--- src/rtl/riscv_pkg.sv ---
// ============================================================================
// Module      : riscv_pkg
// Description : Format and opcode constants shared by the immediate extender
//               and the instruction encoder, plus the encoder queue entry type.
// Revision    : 1.0 - initial release
// ============================================================================
`default_nettype none

package riscv_pkg;

    localparam logic [1:0] FMT_I = 2'b00;
    localparam logic [1:0] FMT_S = 2'b01;
    localparam logic [1:0] FMT_B = 2'b10;
    localparam logic [1:0] FMT_J = 2'b11;

    localparam logic [6:0] OP_IMM    = 7'h13;
    localparam logic [6:0] OP_STORE  = 7'h23;
    localparam logic [6:0] OP_BRANCH = 7'h63;
    localparam logic [6:0] OP_JAL    = 7'h6F;

    typedef struct packed {
        logic        err;
        logic [31:0] instr;
    } enc_entry_t;

endpackage

`default_nettype wire

--- src/rtl/imm_pack.sv ---
// ============================================================================
// Module      : imm_pack
// Description : Combinational I/S/B/J packer with optional immediate range
//               check (INSTR_ENCODER_RANGE_CHECK_EN).
// Revision    : 1.0 - initial release
// ============================================================================
`default_nettype none

module imm_pack
    import riscv_pkg::*;
(
    input  logic [1:0]  src,
    input  logic [6:0]  opcode,
    input  logic [4:0]  rd,
    input  logic [2:0]  funct3,
    input  logic [4:0]  rs1,
    input  logic [4:0]  rs2,
    input  logic [31:0] imm,
    output logic [31:0] instr,
    output logic        err
);

    always_comb begin
        instr = '0;
        case (src)
            FMT_I:   instr = {imm[11:0], rs1, funct3, rd, opcode};
            FMT_S:   instr = {imm[11:5], rs2, rs1, funct3, imm[4:0], opcode};
            FMT_B:   instr = {imm[12], imm[10:5], rs2, rs1, funct3, imm[4:1], imm[11], opcode};
            default: instr = {imm[20], imm[10:1], imm[11], imm[19:12], rd, opcode};
        endcase
    end

`ifdef INSTR_ENCODER_RANGE_CHECK_EN
    logic w_ext_is, w_ext_b, w_ext_j;

    // Upper bits must all match the sign bit the format can encode.
    assign w_ext_is = (&imm[31:11]) | ~(|imm[31:11]);
    assign w_ext_b  = (&imm[31:12]) | ~(|imm[31:12]);
    assign w_ext_j  = (&imm[31:20]) | ~(|imm[31:20]);

    always_comb begin
        err = 1'b0;
        case (src)
            FMT_I, FMT_S: err = ~w_ext_is;
            FMT_B:        err = ~w_ext_b | imm[0];
            default:      err = ~w_ext_j | imm[0];
        endcase
    end
`else
    logic w_unused_imm;

    assign w_unused_imm = ^imm[31:21];
    assign err          = 1'b0;
`endif

endmodule

`default_nettype wire

--- src/rtl/instr_encoder.sv ---
// ============================================================================
// Module      : instr_encoder
// Description : RISC-V immediate encoder with valid/ready handshake, a 2-entry
//               output FIFO and accept/error counters. Range checking is
//               enabled by INSTR_ENCODER_RANGE_CHECK_EN.
// Revision    : 1.0 - initial release
// ============================================================================
`default_nettype none

module instr_encoder
    import riscv_pkg::*;
#(
    parameter int CNT_W = 16
) (
    input  logic             clk,
    input  logic             reset,
    input  logic             in_valid,
    output logic             in_ready,
    input  logic [1:0]       src,
    input  logic [6:0]       opcode,
    input  logic [4:0]       rd,
    input  logic [2:0]       funct3,
    input  logic [4:0]       rs1,
    input  logic [4:0]       rs2,
    input  logic [31:0]      imm,
    output logic             out_valid,
    input  logic             out_ready,
    output logic [31:0]      out_instr,
    output logic             out_err,
    output logic [CNT_W-1:0] enc_cnt,
    output logic [CNT_W-1:0] err_cnt
);

    enc_entry_t       r_mem [2];
    logic             r_wr_ptr;
    logic             r_rd_ptr;
    logic [1:0]       r_count;
    logic [CNT_W-1:0] r_enc_cnt;
    logic [31:0]      w_instr;
    logic             w_err;
    logic             w_push;
    logic             w_pop;
    enc_entry_t       w_head;

    imm_pack u_imm_pack (
        .src    (src),
        .opcode (opcode),
        .rd     (rd),
        .funct3 (funct3),
        .rs1    (rs1),
        .rs2    (rs2),
        .imm    (imm),
        .instr  (w_instr),
        .err    (w_err)
    );

    // in_ready depends only on stored occupancy, never on out_ready.
    assign in_ready  = (r_count != 2'd2) && !reset;
    assign out_valid = (r_count != 2'd0);
    assign w_push    = in_valid && in_ready;
    assign w_pop     = out_valid && out_ready;
    assign w_head    = r_mem[r_rd_ptr];
    assign out_instr = w_head.instr;
    assign out_err   = w_head.err;
    assign enc_cnt   = r_enc_cnt;

    always_ff @(posedge clk) begin
        if (reset) begin
            r_mem[0]  <= '0;
            r_mem[1]  <= '0;
            r_wr_ptr  <= 1'b0;
            r_rd_ptr  <= 1'b0;
            r_count   <= 2'd0;
            r_enc_cnt <= '0;
        end else begin
            if (w_push) begin
                r_mem[r_wr_ptr] <= '{err: w_err, instr: w_instr};
                r_wr_ptr        <= ~r_wr_ptr;
                r_enc_cnt       <= r_enc_cnt + CNT_W'(1);
            end
            if (w_pop) begin
                r_rd_ptr <= ~r_rd_ptr;
            end
            case ({w_push, w_pop})
                2'b10:   r_count <= r_count + 2'd1;
                2'b01:   r_count <= r_count - 2'd1;
                default: r_count <= r_count;
            endcase
        end
    end

`ifdef INSTR_ENCODER_RANGE_CHECK_EN
    logic [CNT_W-1:0] r_err_cnt;

    always_ff @(posedge clk) begin
        if (reset) begin
            r_err_cnt <= '0;
        end else if (w_push && w_err) begin
            r_err_cnt <= r_err_cnt + CNT_W'(1);
        end
    end

    assign err_cnt = r_err_cnt;
`else
    assign err_cnt = '0;
`endif

endmodule

`default_nettype wire

--- config.mk ---
export PLATFORM = sky130hd
export DESIGN_NAME = instr_encoder
export DESIGN_NICKNAME = d
export VERILOG_FILES = /design/src/rtl/riscv_pkg.sv /design/src/rtl/imm_pack.sv /design/src/rtl/instr_encoder.sv
export SDC_FILE = /design/constraint.sdc
export NUM_CORES = 1
export LEC_CHECK = 0
export BUFFER_PORTS_ARGS = -buffer_cell sky130_fd_sc_hd__buf_2
export CORE_MARGIN = 2
export CORE_UTILIZATION = 50
export DETAILED_ROUTE_END_ITERATION = 8
export HOLD_SLACK_MARGIN = 0.03
export PLACE_DENSITY_LB_ADDON = 0.08
export SLEW_MARGIN = 20
export SYNTH_ARGS = -nofsm -noshare
export SYNTH_HDL_FRONTEND = slang
export SYNTH_SLANG_ARGS = --single-unit
--- constraint.sdc ---
create_clock -name clk -period 3.3 [get_ports clk]
set_input_delay 0.66 -clock clk [delete_from_list [all_inputs] [get_ports clk]]
set_output_delay 0.66 -clock clk [all_outputs]
set_load 0.02 [all_outputs]
Word level (Yosys, flattened, before mapping). Memory sizes are Yosys's and may differ from the RTL's. A register that Yosys moved wholly into a read port is not among the register bits. Index checks and enable logic that the tools add are counted.

Bits in writable memories: 64. Logic and storage cells: 35. Output and inout bits: 67. Register bits after elaboration: 20. Input port bits: 63. Memories: 1.

Add/subtract/negate cells: 3. Multiplexer cells: 12. Reductions and logical operators: 8. Bitwise gates (word level): 2. Equal/unequal tests: 5.

Memories: r_mem (words 2, width 32, read ports 1, clocked after memory_dff 1, write ports 2, line instr_encoder.sv:34) `enc_entry_t r_mem [2];`.

Operator list (number): $pmux 32 s3 (1); $mux 32 (1); $reduce_or 32->1 (1); $add 16x1->16 const B (1); $mux 1 (9); $eq 2x1->1 const B (2); $eq 2x2->1 const B (2); $pmux 2 s2 (1); $reduce_bool 2->1 (2); $logic_and 1x1->1 (3); $add 2x1->2 const B (1); $logic_not 2->1 (1); $ne 2x2->1 const B (1); $not 1->1 (2); $sub 2x1->2 const B (1); $logic_not 1->1 (1).

Depth between registers and ports, before layout.
Depth in word-level cells: 8. Gate-level depth with buffers: 8. Depth with buffers taken out: 7.

By module. From an unflattened synthesis, not the netlist that was laid out.

Cell total of the unflattened synthesis: 353. Area total of the unflattened synthesis: 4364.2 um^2.

By module, submodules not included: instr_encoder (times used 1, cells each 309, area each 3940.0 um^2, seq. area each 2402.3 um^2); imm_pack (times used 1, cells each 44, area each 424.2 um^2, seq. area each 0.0 um^2).

Worst setup path before layout. OpenSTA, ideal clock, no wires.

Path type: input-to-reg. From: in reset. To: mem r_mem[1][0] in the netlist's numbering (enable). Path buffers: 2. Stages: 6. Arrival: 2229 ps. Setup slack: 677 ps. Data required time: 2906 ps. Setup time: 394 ps. Cell sequence: buf_6 -> nand2b_1 -> nor2_2 -> nand2_1 -> clkbuf_1 -> nand2b_1.

RTL lines: start: declaration (line instr_encoder.sv:16) `input logic reset,`; end: declaration (line instr_encoder.sv:34).

==> results.py <==
metrics = {
    "worst_setup_path": {
        "cp-start-kind": "flop",
        "reg2reg_slack_ns": 1.32,
        "cp_max_fo": 32,
        "worstSetupPathType": "reg -> out",
        "crit_required_ns": 2.64,
        "cp-end-kind": "primary output",
        "worstPathArrival_ns": 1.63,
    },
    "final_layout": {
        "area_growth_pct": 18.9,
        "layout-drive-gt1-share_pct": 37.4,
        "design_area_mm2": 0.00479,
        "nNetsFinal": 499,
        "instances_no_fill": 541,
        "diodes": 0,
    },
    "sta": {
        "fin_ws_ns": 1.01,
        "hold_viol_final": 0,
        "max_freq_mhz": 438,
        "setup_viol": 0,
        "drv_slew": 0,
        "fin_skew_ns": 0.00553,
        "grt_setup_unrepaired": "false",
        "tightest_slew_ns": 0.740,
        "setup_tns_ns": 0,
        "finalCritPeriodShare_pct": 69.2,
        "min_period_ns": 2.29,
        "relSlewSlack_pct": 50.5,
    },
    "placement": {
        "port_buffers": 101,
        "postPlaceCellArea_mm2": 0.00459,
        "place_congestion": 0.767,
        "dp_cells": 525,
        "preCtsSetupSlack_ns": 0.737,
        "hpwlAfterDp_um": 5060,
    },
    "route": {
        "final_antenna_net_count": 0,
        "via_count": 2763,
        "dr.first_iter.drc_count": 121,
        "route.detailed.drc": 0,
        "drt-vias-per-instance": 5.11,
        "wl_um": 7700,
        "firstDrtPassIters": 4,
        "post_drt_wl_per_cell_um": 14.2,
    },
    "pwr": {
        "vdd_drop_max_mv": 0.337,
        "power_leakage_uw": 0.00210,
        "power_density_mw_per_mm2": 584,
    },
    "synth": {
        "synth_edf_count": 64,
        "ys_seq_area_share_pct": 58.2,
        "ys_warn_count": 0,
        "ys.flop_type": "edfxtp_1",
        "synth-seq-cells": 85,
        "synth_area_mm2": 0.00403,
        "ys_types": 37,
        "synthArstFlopShare_pct": 0,
        "syn_avg_cell_area_um2": 12.1,
        "postSynthCellCount": 334,
    },
    "global_routing": {
        "grt_use_met2_pct": 29.2,
        "grt_pass1_wl_um": 11900,
        "busiest_layer": "met2",
        "gr-usage-all-layers_pct": 17.7,
        "grt_max_degree": 33,
        "grtUsageMet3_pct": 3.61,
        "grt_pass1_vias": 2545,
        "overflow": 0,
        "antenna_found_initial": 0,
        "use_met1_pct": 22.6,
    },
    "die": {
        "io_pins": 130,
        "fp.dieArea_mm2": 0.00879,
        "start_util_pct": 51.9,
        "rows": 32,
        "die_width_um": 93.8,
        "die_h_um": 93.8,
        "core-area_mm2": 0.00777,
    },
    "cts": {
        "worstSkewPairLatency_ns": 0.35,
        "htreeDepth": 3,
        "hold_buffers": 0,
        "clock_path_buffers": 2,
        "root_buffer": "clkbuf_8",
        "post-cts-setup-buffers": 0,
        "ctsResizeCount": 0,
        "clk_pin_slew_ns": 0.08,
        "cts_buffers": 9,
        "cts_tree": "done",
        "cts_num_sinks": 85,
    },
    "worst_hold_path": {
        "min_path_type": "reg -> reg",
    },
    "run": {
        "maxCapViolations": 0,
    },
    "run_status": {
        "status": "finished clean",
    },
}
## area by class of cell
class | instances | area (µm²)
Clock buffer | 9 | 124
Clock inverter | 7 | 75.1
Fill cell | 652 | 2980
Inverter | 4 | 15.0
Multi-Input combinational cell | 227 | 1530
Sequential cell | 85 | 2340
Tap cell | 102 | 128
Timing Repair Buffer | 107 | 576
## kinds of logic (layout without fill, tap and decap cells)
group	after synthesis	after routing	share of synthesized area [%]
buffers and inverters	38	127	5.37
XOR/XNOR	10	10	2.36
AND/OR/NAND/NOR	120	120	15.8
other	1	17	0.0931
flip-flops	85	85	58.2
multiplexers	53	53	14.2
AO/OA/AOI/OAI	25	25	3.36
adder cells (fa/ha/maj)	2	2	0.621
## critical path, cell delays in order, from the launching register on
cell and delay [ns]:
dfxtp_1 0.31, buf_4 0.39, mux2_2 0.40, buf_2 0.16
## metrics by stage
stage,total power [µW],hold WS [ns],utilization (%)
CTS,2830,0.484,61.7
finish,2800,0.484,61.7
detailed placement,2100,0.468,59.1
floorplan,1880,0.475,-
global route,2940,0.526,61.7
global placement,2090,0.461,59.1
## where the power goes
part           total [µW]  internal, µW  leakage [µW]  switching (µW)
Combinational         779           317       0.00117             462
Clock                 727           352     0.0000918             375
Sequential           1290          1260      0.000840            38.1
## registers in the layout, summed over array words and instances (netlist names), named ones only
name      flops
enc_cnt      16
r_count       2
r_rd_ptr      1
r_mem        64
r_wr_ptr      1
## cells in the final DEF, fill, tap and decap left out, types with 4 or more instances in the layout
master,count
a21oi_1,11
and2_1,15
and3_1,14
buf_2,101
buf_4,4
clkbuf_8,9
conb_1,17
dfxtp_1,21
edfxtp_1,64
inv_1,4
mux2_2,34
mux2i_1,19
nand2_1,10
nand2b_1,4
nand3_1,4
nor2_1,49
o21ai_0,10
o31ai_1,4
or3_1,7
or4_1,4
xnor2_1,6
## per-layer routing
metal	vias to the layer above	share of wire (%)
met5	-	0
li1	1354	-
met2	75	50
met3	8	4.7
met1	1326	44
met4	0	1.3
## path summary, 6_finish.rpt
path / from / to / cells after the start
max reg2reg: r_count[1] / r_count[1] / 7
max: flop / out_instr[10] / 3
min reg2reg: enc_cnt[15] / enc_cnt[15] / 2
min: enc_cnt[15] / enc_cnt[15] / 2
## Yosys cell counts, types with 2 or more instances
library cell / instances / area (µm²)
a21oi_1: 11 / 55.1
and2_1: 15 / 93.8
and3_1: 14 / 87.6
buf_1: 4 / 15.0
buf_4: 17 / 128
clkbuf_1: 10 / 37.5
dfxtp_1: 21 / 420
edfxtp_1: 64 / 1920
ha_1: 2 / 25.0
inv_1: 4 / 15.0
mux2_2: 34 / 383
mux2i_1: 19 / 190
nand2_1: 10 / 37.5
nand2b_1: 5 / 31.3
nand3_1: 4 / 20.0
nand4_1: 3 / 18.8
nor2_1: 49 / 184
o21ai_0: 10 / 50.1
o31ai_1: 4 / 30.0
or3_1: 7 / 43.8
or4_1: 4 / 30.0
xnor2_1: 6 / 52.6
xor2_1: 3 / 26.3
Note: power is estimated with default switching activity, not from simulation.
